### config.mk
export PLATFORM = sky130hd
export DESIGN_NAME = multicycle_control_flat
export DESIGN_NICKNAME = d
export VERILOG_FILES = /design/src/rtl/multicycle_control_if.sv /design/src/rtl/multicycle_control.sv /design/src/flat_wrapper.sv
export SDC_FILE = /design/constraint.sdc
export NUM_CORES = 1
export LEC_CHECK = 0
export BUFFER_PORTS_ARGS = -buffer_cell sky130_fd_sc_hd__buf_2
export CORE_ASPECT_RATIO = 1.25
export CORE_MARGIN = 4
export CORE_UTILIZATION = 31
export CTS_CLUSTER_DIAMETER = 150
export DETAILED_ROUTE_END_ITERATION = 16
export PLACE_DENSITY = 0.52
export SLEW_MARGIN = 20
export SYNTH_ARGS = -nofsm -noshare
export SYNTH_HDL_FRONTEND = slang
export SYNTH_SLANG_ARGS = --single-unit
### constraint.sdc
create_clock -name i_clk -period 2.2 [get_ports i_clk]
set_clock_uncertainty 0.2 [all_clocks]
set_input_delay 0.11 -clock i_clk [delete_from_list [all_inputs] [get_ports i_clk]]
set_output_delay 0.11 -clock i_clk [all_outputs]
set_load 0.02 [all_outputs]
### src/rtl/multicycle_control_if.sv
// Control bundle between the multicycle FSM and the datapath/memory.
// The master side is the control FSM; the slave side is the datapath (or a bench).
interface multicycle_control_if;
  logic [5:0] i_opcode;
  logic       i_memReady;
  logic       o_pcWrite;
  logic       o_pcWriteCond;
  logic [1:0] o_pcSource;
  logic       o_iorD;
  logic       o_memRead;
  logic       o_memWrite;
  logic       o_irWrite;
  logic       o_regDst;
  logic       o_memToReg;
  logic       o_regWrite;
  logic       o_aluSrcA;
  logic [1:0] o_aluSrcB;
  logic [1:0] o_aluOp;
  logic       o_instrDone;
  logic       o_illegal;
  logic [3:0] o_state;

  modport master (
    input  i_opcode, i_memReady,
    output o_pcWrite, o_pcWriteCond, o_pcSource, o_iorD, o_memRead, o_memWrite, o_irWrite,
           o_regDst, o_memToReg, o_regWrite, o_aluSrcA, o_aluSrcB, o_aluOp, o_instrDone,
           o_illegal, o_state
  );

  modport slave (
    output i_opcode, i_memReady,
    input  o_pcWrite, o_pcWriteCond, o_pcSource, o_iorD, o_memRead, o_memWrite, o_irWrite,
           o_regDst, o_memToReg, o_regWrite, o_aluSrcA, o_aluSrcB, o_aluOp, o_instrDone,
           o_illegal, o_state
  );
endinterface

### src/rtl/multicycle_control.sv
// Main control FSM of the multicycle MIPS core: fetch, decode, execute, memory,
// writeback, with wait states on a shared memory ready handshake.
module multicycle_control (
  input logic                   i_clk,
  input logic                   i_rst,
  multicycle_control_if.master  bus
);

  localparam logic [5:0] OpR    = 6'h00;
  localparam logic [5:0] OpLw   = 6'h23;
  localparam logic [5:0] OpSw   = 6'h2B;
  localparam logic [5:0] OpBeq  = 6'h04;
  localparam logic [5:0] OpJ    = 6'h02;
  localparam logic [5:0] OpAddi = 6'h08;

  typedef enum logic [3:0] {
    StIdle   = 4'd0,
    StFetch  = 4'd1,
    StDecode = 4'd2,
    StMemAdr = 4'd3,
    StMemRd  = 4'd4,
    StMemWb  = 4'd5,
    StMemWr  = 4'd6,
    StExec   = 4'd7,
    StAluWb  = 4'd8,
    StBranch = 4'd9,
    StJump   = 4'd10,
    StAddiEx = 4'd11,
    StAddiWb = 4'd12
  } state_e;

  // Moore part of the control word; memReady-gated terms are added on the way out.
  typedef struct packed {
    logic       pc_write;
    logic       pc_write_cond;
    logic [1:0] pc_source;
    logic       iord;
    logic       mem_read;
    logic       mem_write;
    logic       reg_dst;
    logic       mem_to_reg;
    logic       reg_write;
    logic       alu_src_a;
    logic [1:0] alu_src_b;
    logic [1:0] alu_op;
    logic       done;
  } ctrl_t;

  state_e     state_q, state_d;
  ctrl_t      ctrl_q;
  logic [5:0] op_q;
  logic       legal;
  logic       in_decode;
  logic       fetch_done;

  function automatic ctrl_t ctrl_of(state_e s);
    ctrl_t c;
    c = '0;
    case (s)
      StFetch: begin
        c.mem_read  = 1'b1;
        c.alu_src_b = 2'b01;
      end
      StDecode: c.alu_src_b = 2'b11;
      StMemAdr, StAddiEx: begin
        c.alu_src_a = 1'b1;
        c.alu_src_b = 2'b10;
      end
      StMemRd: begin
        c.mem_read = 1'b1;
        c.iord     = 1'b1;
      end
      StMemWr: begin
        c.mem_write = 1'b1;
        c.iord      = 1'b1;
      end
      StMemWb: begin
        c.mem_to_reg = 1'b1;
        c.reg_write  = 1'b1;
        c.done       = 1'b1;
      end
      StExec: begin
        c.alu_src_a = 1'b1;
        c.alu_op    = 2'b10;
      end
      StAluWb: begin
        c.reg_dst   = 1'b1;
        c.reg_write = 1'b1;
        c.done      = 1'b1;
      end
      StAddiWb: begin
        c.reg_write = 1'b1;
        c.done      = 1'b1;
      end
      StBranch: begin
        c.alu_src_a     = 1'b1;
        c.alu_op        = 2'b01;
        c.pc_write_cond = 1'b1;
        c.pc_source     = 2'b01;
        c.done          = 1'b1;
      end
      StJump: begin
        c.pc_write  = 1'b1;
        c.pc_source = 2'b10;
        c.done      = 1'b1;
      end
      default: c = '0;
    endcase
    return c;
  endfunction

  // Opcode legality, only meaningful while in DECODE.
  always_comb begin
    legal = 1'b0;
    case (bus.i_opcode)
      OpR, OpLw, OpSw, OpBeq, OpJ, OpAddi: legal = 1'b1;
      default:                             legal = 1'b0;
    endcase
  end

  // Next-state logic; unused codes fall back to IDLE.
  always_comb begin
    state_d = StIdle;
    case (state_q)
      StIdle:   state_d = StFetch;
      StFetch:  state_d = bus.i_memReady ? StDecode : StFetch;
      StDecode: begin
        case (bus.i_opcode)
          OpLw, OpSw: state_d = StMemAdr;
          OpR:        state_d = StExec;
          OpBeq:      state_d = StBranch;
          OpJ:        state_d = StJump;
          OpAddi:     state_d = StAddiEx;
          default:    state_d = StFetch;
        endcase
      end
      StMemAdr: state_d = (op_q == OpLw) ? StMemRd : StMemWr;
      StMemRd:  state_d = bus.i_memReady ? StMemWb : StMemRd;
      StMemWr:  state_d = bus.i_memReady ? StFetch : StMemWr;
      StExec:   state_d = StAluWb;
      StAddiEx: state_d = StAddiWb;
      StMemWb, StAluWb, StAddiWb, StBranch, StJump: state_d = StFetch;
      default:  state_d = StIdle;
    endcase
  end

  // State, registered control word and opcode latch (captured in DECODE for MEMADR).
  always_ff @(posedge i_clk) begin
    if (i_rst) begin
      state_q <= StIdle;
      ctrl_q  <= '0;
      op_q    <= 6'h00;
    end else begin
      state_q <= state_d;
      ctrl_q  <= ctrl_of(state_d);
      if (state_q == StDecode) op_q <= bus.i_opcode;
    end
  end

  assign in_decode  = (state_q == StDecode);
  assign fetch_done = (state_q == StFetch) && bus.i_memReady;

  assign bus.o_pcWrite     = ctrl_q.pc_write | fetch_done;
  assign bus.o_pcWriteCond = ctrl_q.pc_write_cond;
  assign bus.o_pcSource    = ctrl_q.pc_source;
  assign bus.o_iorD        = ctrl_q.iord;
  assign bus.o_memRead     = ctrl_q.mem_read;
  assign bus.o_memWrite    = ctrl_q.mem_write;
  assign bus.o_irWrite     = fetch_done;
  assign bus.o_regDst      = ctrl_q.reg_dst;
  assign bus.o_memToReg    = ctrl_q.mem_to_reg;
  assign bus.o_regWrite    = ctrl_q.reg_write;
  assign bus.o_aluSrcA     = ctrl_q.alu_src_a;
  assign bus.o_aluSrcB     = ctrl_q.alu_src_b;
  assign bus.o_aluOp       = ctrl_q.alu_op;
  assign bus.o_illegal     = in_decode & ~legal;
  // A store finishes on the cycle memory accepts it; an illegal op finishes in DECODE.
  assign bus.o_instrDone   = ctrl_q.done | ((state_q == StMemWr) & bus.i_memReady) |
                             (in_decode & ~legal);
  assign bus.o_state       = state_q;

endmodule

### src/flat_wrapper.sv
// flat-port wrapper written by rule: the top's interface ports become plain ports
module multicycle_control_flat 
  (i_clk, i_rst, bus_i_opcode, bus_i_memReady, bus_o_pcWrite, bus_o_pcWriteCond, bus_o_pcSource, bus_o_iorD, bus_o_memRead, bus_o_memWrite, bus_o_irWrite, bus_o_regDst, bus_o_memToReg, bus_o_regWrite, bus_o_aluSrcA, bus_o_aluSrcB, bus_o_aluOp, bus_o_instrDone, bus_o_illegal, bus_o_state);
  multicycle_control_if bus_i ();
  input logic i_clk;
  input logic i_rst;
  input wire logic [$bits(bus_i.i_opcode)-1:0] bus_i_opcode;
  input wire logic [$bits(bus_i.i_memReady)-1:0] bus_i_memReady;
  output wire logic [$bits(bus_i.o_pcWrite)-1:0] bus_o_pcWrite;
  output wire logic [$bits(bus_i.o_pcWriteCond)-1:0] bus_o_pcWriteCond;
  output wire logic [$bits(bus_i.o_pcSource)-1:0] bus_o_pcSource;
  output wire logic [$bits(bus_i.o_iorD)-1:0] bus_o_iorD;
  output wire logic [$bits(bus_i.o_memRead)-1:0] bus_o_memRead;
  output wire logic [$bits(bus_i.o_memWrite)-1:0] bus_o_memWrite;
  output wire logic [$bits(bus_i.o_irWrite)-1:0] bus_o_irWrite;
  output wire logic [$bits(bus_i.o_regDst)-1:0] bus_o_regDst;
  output wire logic [$bits(bus_i.o_memToReg)-1:0] bus_o_memToReg;
  output wire logic [$bits(bus_i.o_regWrite)-1:0] bus_o_regWrite;
  output wire logic [$bits(bus_i.o_aluSrcA)-1:0] bus_o_aluSrcA;
  output wire logic [$bits(bus_i.o_aluSrcB)-1:0] bus_o_aluSrcB;
  output wire logic [$bits(bus_i.o_aluOp)-1:0] bus_o_aluOp;
  output wire logic [$bits(bus_i.o_instrDone)-1:0] bus_o_instrDone;
  output wire logic [$bits(bus_i.o_illegal)-1:0] bus_o_illegal;
  output wire logic [$bits(bus_i.o_state)-1:0] bus_o_state;
  assign bus_i.i_opcode = bus_i_opcode;
  assign bus_i.i_memReady = bus_i_memReady;
  assign bus_o_pcWrite = bus_i.o_pcWrite;
  assign bus_o_pcWriteCond = bus_i.o_pcWriteCond;
  assign bus_o_pcSource = bus_i.o_pcSource;
  assign bus_o_iorD = bus_i.o_iorD;
  assign bus_o_memRead = bus_i.o_memRead;
  assign bus_o_memWrite = bus_i.o_memWrite;
  assign bus_o_irWrite = bus_i.o_irWrite;
  assign bus_o_regDst = bus_i.o_regDst;
  assign bus_o_memToReg = bus_i.o_memToReg;
  assign bus_o_regWrite = bus_i.o_regWrite;
  assign bus_o_aluSrcA = bus_i.o_aluSrcA;
  assign bus_o_aluSrcB = bus_i.o_aluSrcB;
  assign bus_o_aluOp = bus_i.o_aluOp;
  assign bus_o_instrDone = bus_i.o_instrDone;
  assign bus_o_illegal = bus_i.o_illegal;
  assign bus_o_state = bus_i.o_state;
  multicycle_control u_core (.i_clk(i_clk), .i_rst(i_rst), .bus(bus_i));
endmodule
== After elaboration in Yosys (flattened, before gate mapping) ==
Index checks and enable logic that the tools add are counted.

* Register bits: 26

* Multiplexer cells: 20
* Reductions and logical operators: 12
* Eq/ne operators: 30
* Bitwise operators: 6

{| class="wikitable"
|+ Operators with widths
! kind !! number
|-
| == test 4 bit (second input constant) || 10
|-
| == test 4 x 3 -> 1 bit (second input constant) || 8
|-
| one-hot mux 4 bit (8 select lines) || 1
|-
| one-hot mux 4 bit (5 select lines) || 1
|-
| == test 6 bit (second input constant) || 3
|-
| == test 4 x 2 -> 1 bit (second input constant) || 4
|-
| two-way mux 1 bit || 12
|-
| OR reduction 6 bit || 2
|-
| == test 4 x 1 -> 1 bit (second input constant) || 2
|-
| one-hot mux 2 bit (2 select lines) || 2
|-
| OR reduction 2 bit || 4
|-
| == test 6 x 2 -> 1 bit (second input constant) || 1
|-
| == test 6 x 3 -> 1 bit (second input constant) || 1
|-
| == test 6 x 4 -> 1 bit (second input constant) || 1
|-
| zero test 6 bit || 1
|-
| one-hot mux 2 bit (3 select lines) || 1
|-
| OR reduction 5 bit || 1
|-
| zero test 4 bit || 1
|-
| two-way mux 2 bit || 2
|-
| OR reduction 4 bit || 1
|-
| two-way mux 3 bit || 1
|-
| OR 1 bit || 3
|-
| OR reduction 3 bit || 1
|-
| AND 1 bit || 2
|-
| 2 further kinds || 2
|}

== Longest topological paths before layout ==
Gate-level depths: netlist of run 1.

* Word-level depth: 7
* Gate-level depth with buffers: 6

== Least setup slack after synthesis of run 1 ==
Ideal clock, no wire load.

* Kind: flip-flop to flip-flop
* Start: register u_core.state_q[1], in the netlist u_core.bus.o_state[1]
* End: register u_core.ctrl_q (netlist bit u_core.bus.o_regDst)
* Cell stages (with the launch flop): 7
* Data arrival time: 1.832 ns
* Slack: 0.090 ns
* Cells stage by stage: dfxtp_1 -> buf_4 -> nor4b_4 -> o2111a_1 -> a31oi_1 -> or3_1 -> nor3_1

* Word-level cells in the longest chain between the ends: 5
* Elaborated cells on any way between the ends: 17
* Classes of those cells: eq/ne (13); mux (2); reduce/logical (2)

{| class="wikitable"
|+ Ends and longest elaborated chain
! what !! RTL line !! RTL
|-
| start: declaration || multicycle_control.sv:49 || <nowiki>state_e state_q, state_d;</nowiki>
|-
| start signal: assignment || multicycle_control.sv:150 || <nowiki>state_q <= StIdle;</nowiki>
|-
| start signal: assignment || multicycle_control.sv:154 || <nowiki>state_q <= state_d;</nowiki>
|-
| == test 4 x 3 -> 1 bit (tied with other cells) || multicycle_control.sv:124 || <nowiki>case (state_q)</nowiki>
|-
| OR reduction 6 bit (no line) || n/a ||
|-
| one-hot mux 4 bit (8 select lines) (*) || multicycle_control.sv:124 ||
|-
| == test 4 bit (*) || multicycle_control.sv:59 || <nowiki>case (s)</nowiki>
|-
| two-way mux 1 bit (*) || multicycle_control.sv:59 ||
|-
| end signal: assignment || multicycle_control.sv:155 || <nowiki>ctrl_q <= ctrl_of(state_d);</nowiki>
|-
| end: declaration || multicycle_control.sv:50 || <nowiki>ctrl_t ctrl_q;</nowiki>
|}

Mark *: on every way between the ends. The rest lies on a longest branch, timed or not.
A chain may end at the register's enable or synchronous reset.

== Worst setup path in the final report of run 1 ==
* Start: input bus_i_opcode[1]
* End: output bus_o_instrDone

* Word-level cells in the longest chain between the ends: 6
* Elaborated cells on any way between the ends: 11
* Classes of those cells: eq/ne (5); mux (1); bitwise (3); reduce/logical (2)

{| class="wikitable"
|+ Ends and longest elaborated chain
! what !! RTL line !! RTL
|-
| start: declaration || flat_wrapper.sv:7 || <nowiki>input wire logic [$bits(bus_i.i_opcode)-1:0] bus_i_opcode;</nowiki>
|-
| == test 6 bit (tied with other cells) || multicycle_control.sv:115 || <nowiki>case (bus.i_opcode)</nowiki>
|-
| OR reduction 6 bit (*) || multicycle_control.sv:115 ||
|-
| two-way mux 1 bit (*) || multicycle_control.sv:115 ||
|-
| inverter 1 bit (*) || multicycle_control.sv:179 || <nowiki>(in_decode & ~legal);</nowiki>
|-
| AND 1 bit (*) || multicycle_control.sv:179 ||
|-
| OR 1 bit (*) || multicycle_control.sv:178 || <nowiki>assign bus.o_instrDone = ctrl_q.done | ((state_q == StMemWr) & bus.i_memReady) |</nowiki>
|-
| end: declaration || flat_wrapper.sv:22 || <nowiki>output wire logic [$bits(bus_i.o_instrDone)-1:0] bus_o_instrDone;</nowiki>
|}

Marked as above.

==> results.cfg, run 1 <==
[clock_tree]
cts_max_level = 1
cts_made_buffers = 3
cts.sinks = 24
tritoncts = built
clk_pin_slew_ns = 0.08
clk_path_buf_depth = 2
cts_root_buffer = clkbuf_8
clk_latency_ns = 0.26

[route]
routed_wl_mm = 2.80
wl_per_cell_um = 13.3
num_vias = 1070
remaining_drc_errors = 0
drt-pass1-iter-count = 4
antenna_left = 0
viasPerCell = 5.10
drtIter0Drc = 30

[power_and_ir_drop]
peakVddDrop_v = 0.000514
power.density_nw_per_um2 = 641
leakage_nw = 0.656
power_w = 0.000965

[finish]
antenna_cells = 0
stdcell_count = 210
nets = 181
areaGrowthSynthToFinish_pct = 31.5
final_core_util = 0.428
drive_gt1_frac = 0.339

[logic_synthesis]
ys_ff_latch = 24
synthArstFlopShare = 0
syn_area_per_cell_sq_um = 8.67
ys.flop_type = dfxtp_1
synth_edf_count = 0
syn_nets = 141
synth_seq_area_share = 0.420
synth.distinct_cells = 41
synth_cells = 132
synth_area_sq_um = 1140
yosys_warnings = 0

[place]
place_worst_setup_slack_ns = 0.0575
io_buffers = 30
gp_congestion = 0.834
place_inst = 198
dp_hpwl_mm = 2.15

[critical_path]
r2r_end = u_core.ctrl_q[0]$_SDFF_PP0_
path_class = input pin to output port
worstPathRequired_ns = 1.89
startpoint_type = input pin
worst-r2r-cell-count = 5
r2r_setup_slack_ns = 0.10
cp.arrival_ns = 1.82
startpoint = bus_i_opcode[1]
crit-reg2reg-launch = u_core.bus.o_state[0]$_SDFF_PP0_
crit_fanout = 9
critPathCaptureType = output port

[sta]
finalCritPeriodShare = 0.969
setup_violations = 0
slew_viol_final = 0
slew_headroom = 0.697
hold_viol = 0
fin_hold_ws_ns = 0.258
rsz0062_at_grt = yes
fin_ws_ns = 0.0678
min_period_ns = 2.13
fmax_mhz = 469
tightest_slew_ns = 0.455

[run]
maxCapViolCount = 0

[status]
outcome = finished, final reports clean

[grt]
first_global_vias = 1089
grt_overflow = 0
grt_antenna_before_repair = 0
grt_pass1_wl_mm = 4.97
grt_usage = 0.124
grt_max_degree = 17

[die]
die_w_um = 62.4
dieHeight_um = 75.9
die_area_sq_um = 4740
core-area_sq_um = 3510
ios = 31
start_util = 0.326
rows = 24

[worst_hold_path]
worstHoldStart = u_core.op_q[4]$_SDFFE_PP0P_
worstHoldPathType = flop to flop
hold_path_end = u_core.op_q[4]$_SDFFE_PP0P_
whs_path_depth = 2
==> metal layers <==
| metal | track usage | routed length, um | vias up |
|---|---|---|---|
| met5 | 0 | 0 | - |
| met4 | 0.0446 | 59 | 0 |
| met3 | 0.0311 | 120 | 4 |
| met2 | 0.225 | 1470 | 20 |
| met1 | 0.136 | 1140 | 505 |
| li1 | - | - | 541 |
==> cell usage in the layout (no fill, tap or decap), types with 2 or more instances in the layout <==
| cell type | n |
|---|---|
| dfxtp_2 | 2 |
| nand2b_1 | 3 |
| clkbuf_8 | 4 |
| nand2_1 | 18 |
| dfxtp_1 | 22 |
| xor2_1 | 2 |
| or3_1 | 2 |
| nor3_1 | 3 |
| nand3b_1 | 2 |
| xnor2_1 | 2 |
| o21ai_0 | 3 |
| nand3_1 | 2 |
| and3_1 | 3 |
| nor2_1 | 15 |
| buf_2 | 28 |
| buf_4 | 12 |
| a31oi_2 | 2 |
| nor2b_1 | 3 |
| a21oi_1 | 9 |
| dlygate4sd3_1 | 7 |
==> kinds of logic (layout without fill, tap and decap cells) <==
| group | Yosys count | in the layout | synth area share |
|---|---|---|---|
| compound gates | 29 | 29 | 0.188 |
| xor+xnor | 4 | 4 | 0.0306 |
| buf+inv | 14 | 53 | 0.0754 |
| flops | 24 | 24 | 0.420 |
| mux | 1 | 1 | 0.00984 |
| simple gates | 60 | 60 | 0.277 |
==> metrics by stage <==
stage / instance area (sq um) / setup TNS, ns
after CTS: 1460 / 0
after global placement: 1340 / 0
final: 1510 / 0
after floorplan: 1140 / 0
after global routing: 1510 / -0.0901
after detailed placement: 1340 / 0
==> Yosys cell counts (2+ instances only) <==
cell | number | area, sq um
dfxtp_1 | 24 | 480
nor2_1 | 15 | 56.3
nor2b_1 | 3 | 18.8
nand2b_1 | 3 | 18.8
buf_2 | 3 | 15.0
nand3b_1 | 2 | 15.0
nand2_1 | 18 | 67.6
nor3_1 | 4 | 20.0
clkbuf_1 | 2 | 7.51
a21oi_1 | 9 | 45.0
o21ai_0 | 3 | 15.0
and3_1 | 3 | 18.8
nand3_1 | 2 | 10.0
a31oi_1 | 3 | 18.8
buf_4 | 8 | 60.1
or4b_1 | 2 | 20.0
or3_1 | 2 | 12.5
xnor2_1 | 2 | 17.5
xor2_1 | 2 | 17.5
==> timing repair <==
item / in CTS / in global routing
resized for setup: 0 / 9
setup endpoints to repair: 0 / 15
buffers inserted: 0 / 1
hold endpoints to repair: 7 / 0
hold buffers: 7 / 0
==> power by group <==
group | internal, W | switching, W | total, W
combinational | 0.0000936 | 0.000116 | 0.000209
clock | 0.000159 | 0.000129 | 0.000289
sequential | 0.000453 | 0.0000133 | 0.000467
total | 0.000706 | 0.000259 | 0.000965
==> sequential cells by signal (all words and copies together) (netlist names) <==
name                   count
u_core.bus.o_memToReg      1
u_core.ctrl_q              1
u_core.bus.o_aluOp         2
u_core.bus.o_pcSource      2
u_core.bus.o_state         4
u_core.bus.o_aluSrcB       2
u_core.op_q                6
u_core.bus.o_aluSrcA       1
u_core.bus.o_iorD          1
u_core.bus.o_memWrite      1
u_core.bus.o_regDst        1
u_core.bus.o_memRead       1
u_core.bus.o_regWrite      1
==> worst max-delay path by stage <==
stage,cells after the start,end,slack [ns]
2_1_floorplan,6,u_core.bus.o_regDst$_SDFF_PP0_,0.09
3_3_place_gp,6,u_core.ctrl_q[0]$_SDFF_PP0_,0.12
3_5_place_dp,4,u_core.bus.o_aluOp[1]$_SDFF_PP0_,0.06
4_1_cts,4,u_core.ctrl_q[0]$_SDFF_PP0_,0.01
5_1_grt,8,bus_o_instrDone,-0.09
6_report,8,bus_o_instrDone,0.07
==> layout make-up <==
class / count / area (sq um)
flip-flops and latches: 24 / 483
well taps: 39 / 48.8
multi-input cells: 94 / 607
repair buffers: 48 / 308
fillers: 367 / 2010
inverters: 1 / 3.75
clock buffers: 4 / 55.1
==> critical path, cell delays in order <==
cell,delay (ns)
dlygate4sd3_1,0.52
buf_2,0.21
a21oi_1,0.05
o21ai_0,0.19
a21oi_1,0.12
nor2b_1,0.15
o41ai_2,0.28
buf_4,0.19
No activity file was read; power rests on OpenSTA's default activity.
==> run 2: changes to the inputs <==
- REMOVE_ABC_BUFFERS: not set -> 1
==> run 2 against run 1 <==
Count of clock-buffer cells in the layout is 1 lower. Fmax up 1.8%. Setup slack improved by 0.038 ns. Register-to-register slack hardly changed. Die area is the same. First-iteration DRC count is 17% lower. Combinational power fell by 3%. Sequential power hardly changed. Critical path depth is 3 lower. Final area is 1.5% lower. Largest cell class unchanged. Largest power group unchanged.
==> results.cfg, run 2 (synthesized netlist as in run 1, its figures left out) <==
[route]
routed_wl_mm = 2.76
drtIter0Drc = 25
antenna_left = 0
drt-pass1-iter-count = 4
remaining_drc_errors = 0
viasPerCell = 5.15
num_vias = 1066
wl_per_cell_um = 13.3

[critical_path]
path_class = flop to flop
cp.arrival_ns = 2.06
startpoint_type = flop
crit_fanout = 8
critPathCaptureType = flop
worstPathRequired_ns = 2.17

[clock_tree]
clk_latency_ns = 0.26
cts_max_level = 1
cts_setup_buffers = 0
clk_pin_slew_ns = 0.08
cts_root_buffer = clkbuf_8
tritoncts = built
cts.sinks = 24
cts_made_buffers = 3
clk_path_buf_depth = 2

[sta]
tightest_slew_ns = 0.441
min_period_ns = 2.09
finalCritPeriodShare = 0.952
fin_hold_ws_ns = 0.220
slew_headroom = 0.706
hold_viol = 0
fmax_mhz = 478
fin_ws_ns = 0.106
slew_viol_final = 0
setup_violations = 0

[place]
dp_hpwl_mm = 2.04
io_buffers = 30
place_worst_setup_slack_ns = 0.0140
dpl_cell_area_sq_um = 1320
gp_congestion = 0.796

[grt]
grt_max_degree = 17
first_global_vias = 1016
grt_antenna_before_repair = 0
grt_pass1_wl_mm = 4.55
grt_overflow = 0
grt_usage = 0.115

[finish]
nFillCells = 361
final_common_cell = buf_2
antenna_cells = 0
final_cell_mix = buf_2 (30), dfxtp_1 (22), nand2_1 (18)
largest_register_ffs = 6
nets = 178
drive_gt1_frac = 0.315
final_area_sq_um = 1480
top_register = u_core.op_q
areaGrowthSynthToFinish_pct = 29.5

[die]
core-area_sq_um = 3510
die_w_um = 62.4
start_util = 0.326
dieHeight_um = 75.9
die_area_sq_um = 4740
ios = 31
rows = 24

[status]
outcome = finished, final reports clean

[power_and_ir_drop]
power_w = 0.00105
leakage_nw = 0.639
peakVddDrop_v = 0.000486
power.density_nw_per_um2 = 705

[run]
maxCapViolCount = 0

[worst_hold_path]
worstHoldPathType = input pin to flop
## run 2: cell count changes in the layout (fill, tap and decap cells not counted)
cell / previous run / this run
buf_4: 12 / 8
buf_2: 28 / 30
bufinv_16: 0 / 1
clkbuf_4: 1 / 0
clkbuf_8: 4 / 3
o41ai_1: 0 / 1
o41ai_2: 1 / 0
or4b_1: 1 / 2
or4b_4: 1 / 0
## run 2: path summary, 6_finish.rpt
kind,cells after the start,endpoint,start,slack [ns]
max reg2reg,5,u_core.ctrl_q[0]$_SDFF_PP0_,u_core.bus.o_state[0]$_SDFF_PP0_,0.11
min reg2reg,2,u_core.op_q[2]$_SDFFE_PP0P_,u_core.op_q[2]$_SDFFE_PP0P_,0.26
min,3,u_core.bus.o_state[2]$_SDFF_PP0_,bus_i_opcode[1],0.22
max,5,u_core.ctrl_q[0]$_SDFF_PP0_,u_core.bus.o_state[0]$_SDFF_PP0_,0.11
## run 2: per-layer routing
metal / up-vias / GRT usage / wire, um
met4: 0 / 0.0531 / 61
met3: 6 / 0.0325 / 164
met2: 25 / 0.187 / 1350
li1: 532 / - / -
met1: 503 / 0.138 / 1180
met5: - / 0 / 0
## run 2: layout make-up
| class | count | area, sq um | area share |
|---|---|---|---|
| Clock inverter | 1 | 30.0 | 0.0203 |
| Clock buffer | 3 | 41.3 | 0.0278 |
| Timing Repair Buffer | 45 | 280 | 0.189 |
| Multi-Input combinational cell | 94 | 596 | 0.402 |
| Sequential cell | 24 | 483 | 0.326 |
| Inverter | 1 | 3.75 | 0.00253 |
| Tap cell | 39 | 48.8 | 0.0329 |
## run 2: metrics by stage
stage	setup TNS [ns]	std cells	utilization
final	0	207	0.422
after global routing	-0.00112	207	0.422
after CTS	0	207	0.417
after detailed placement	0	196	0.376
after global placement	0	196	0.376
after floorplan	0	119	-
## run 2: what timing repair did
action,CTS,global route
pin swaps,0,1
setup endpoints to repair,1,10
endpoints found under the hold margin,9,0
gates cloned,0,0
gates resized for setup,1,4
hold buffers,7,0
## run 2: worst max-delay path, stage by stage (launching register included)
cell and delay [ns]:
dfxtp_2 0.39, or4b_1 0.62, a31oi_1 0.25, a31o_2 0.21, nand2_1 0.08, a221oi_1 0.25
## run 2: where the power goes
| group | switching (W) | internal, W | leakage (nW) |
|---|---|---|---|
| combinational | 0.000114 | 0.0000880 | 0.408 |
| clock | 0.000132 | 0.000243 | 0.0357 |
| sequential | 0.0000157 | 0.000454 | 0.195 |
| total | 0.000261 | 0.000784 | 0.639 |
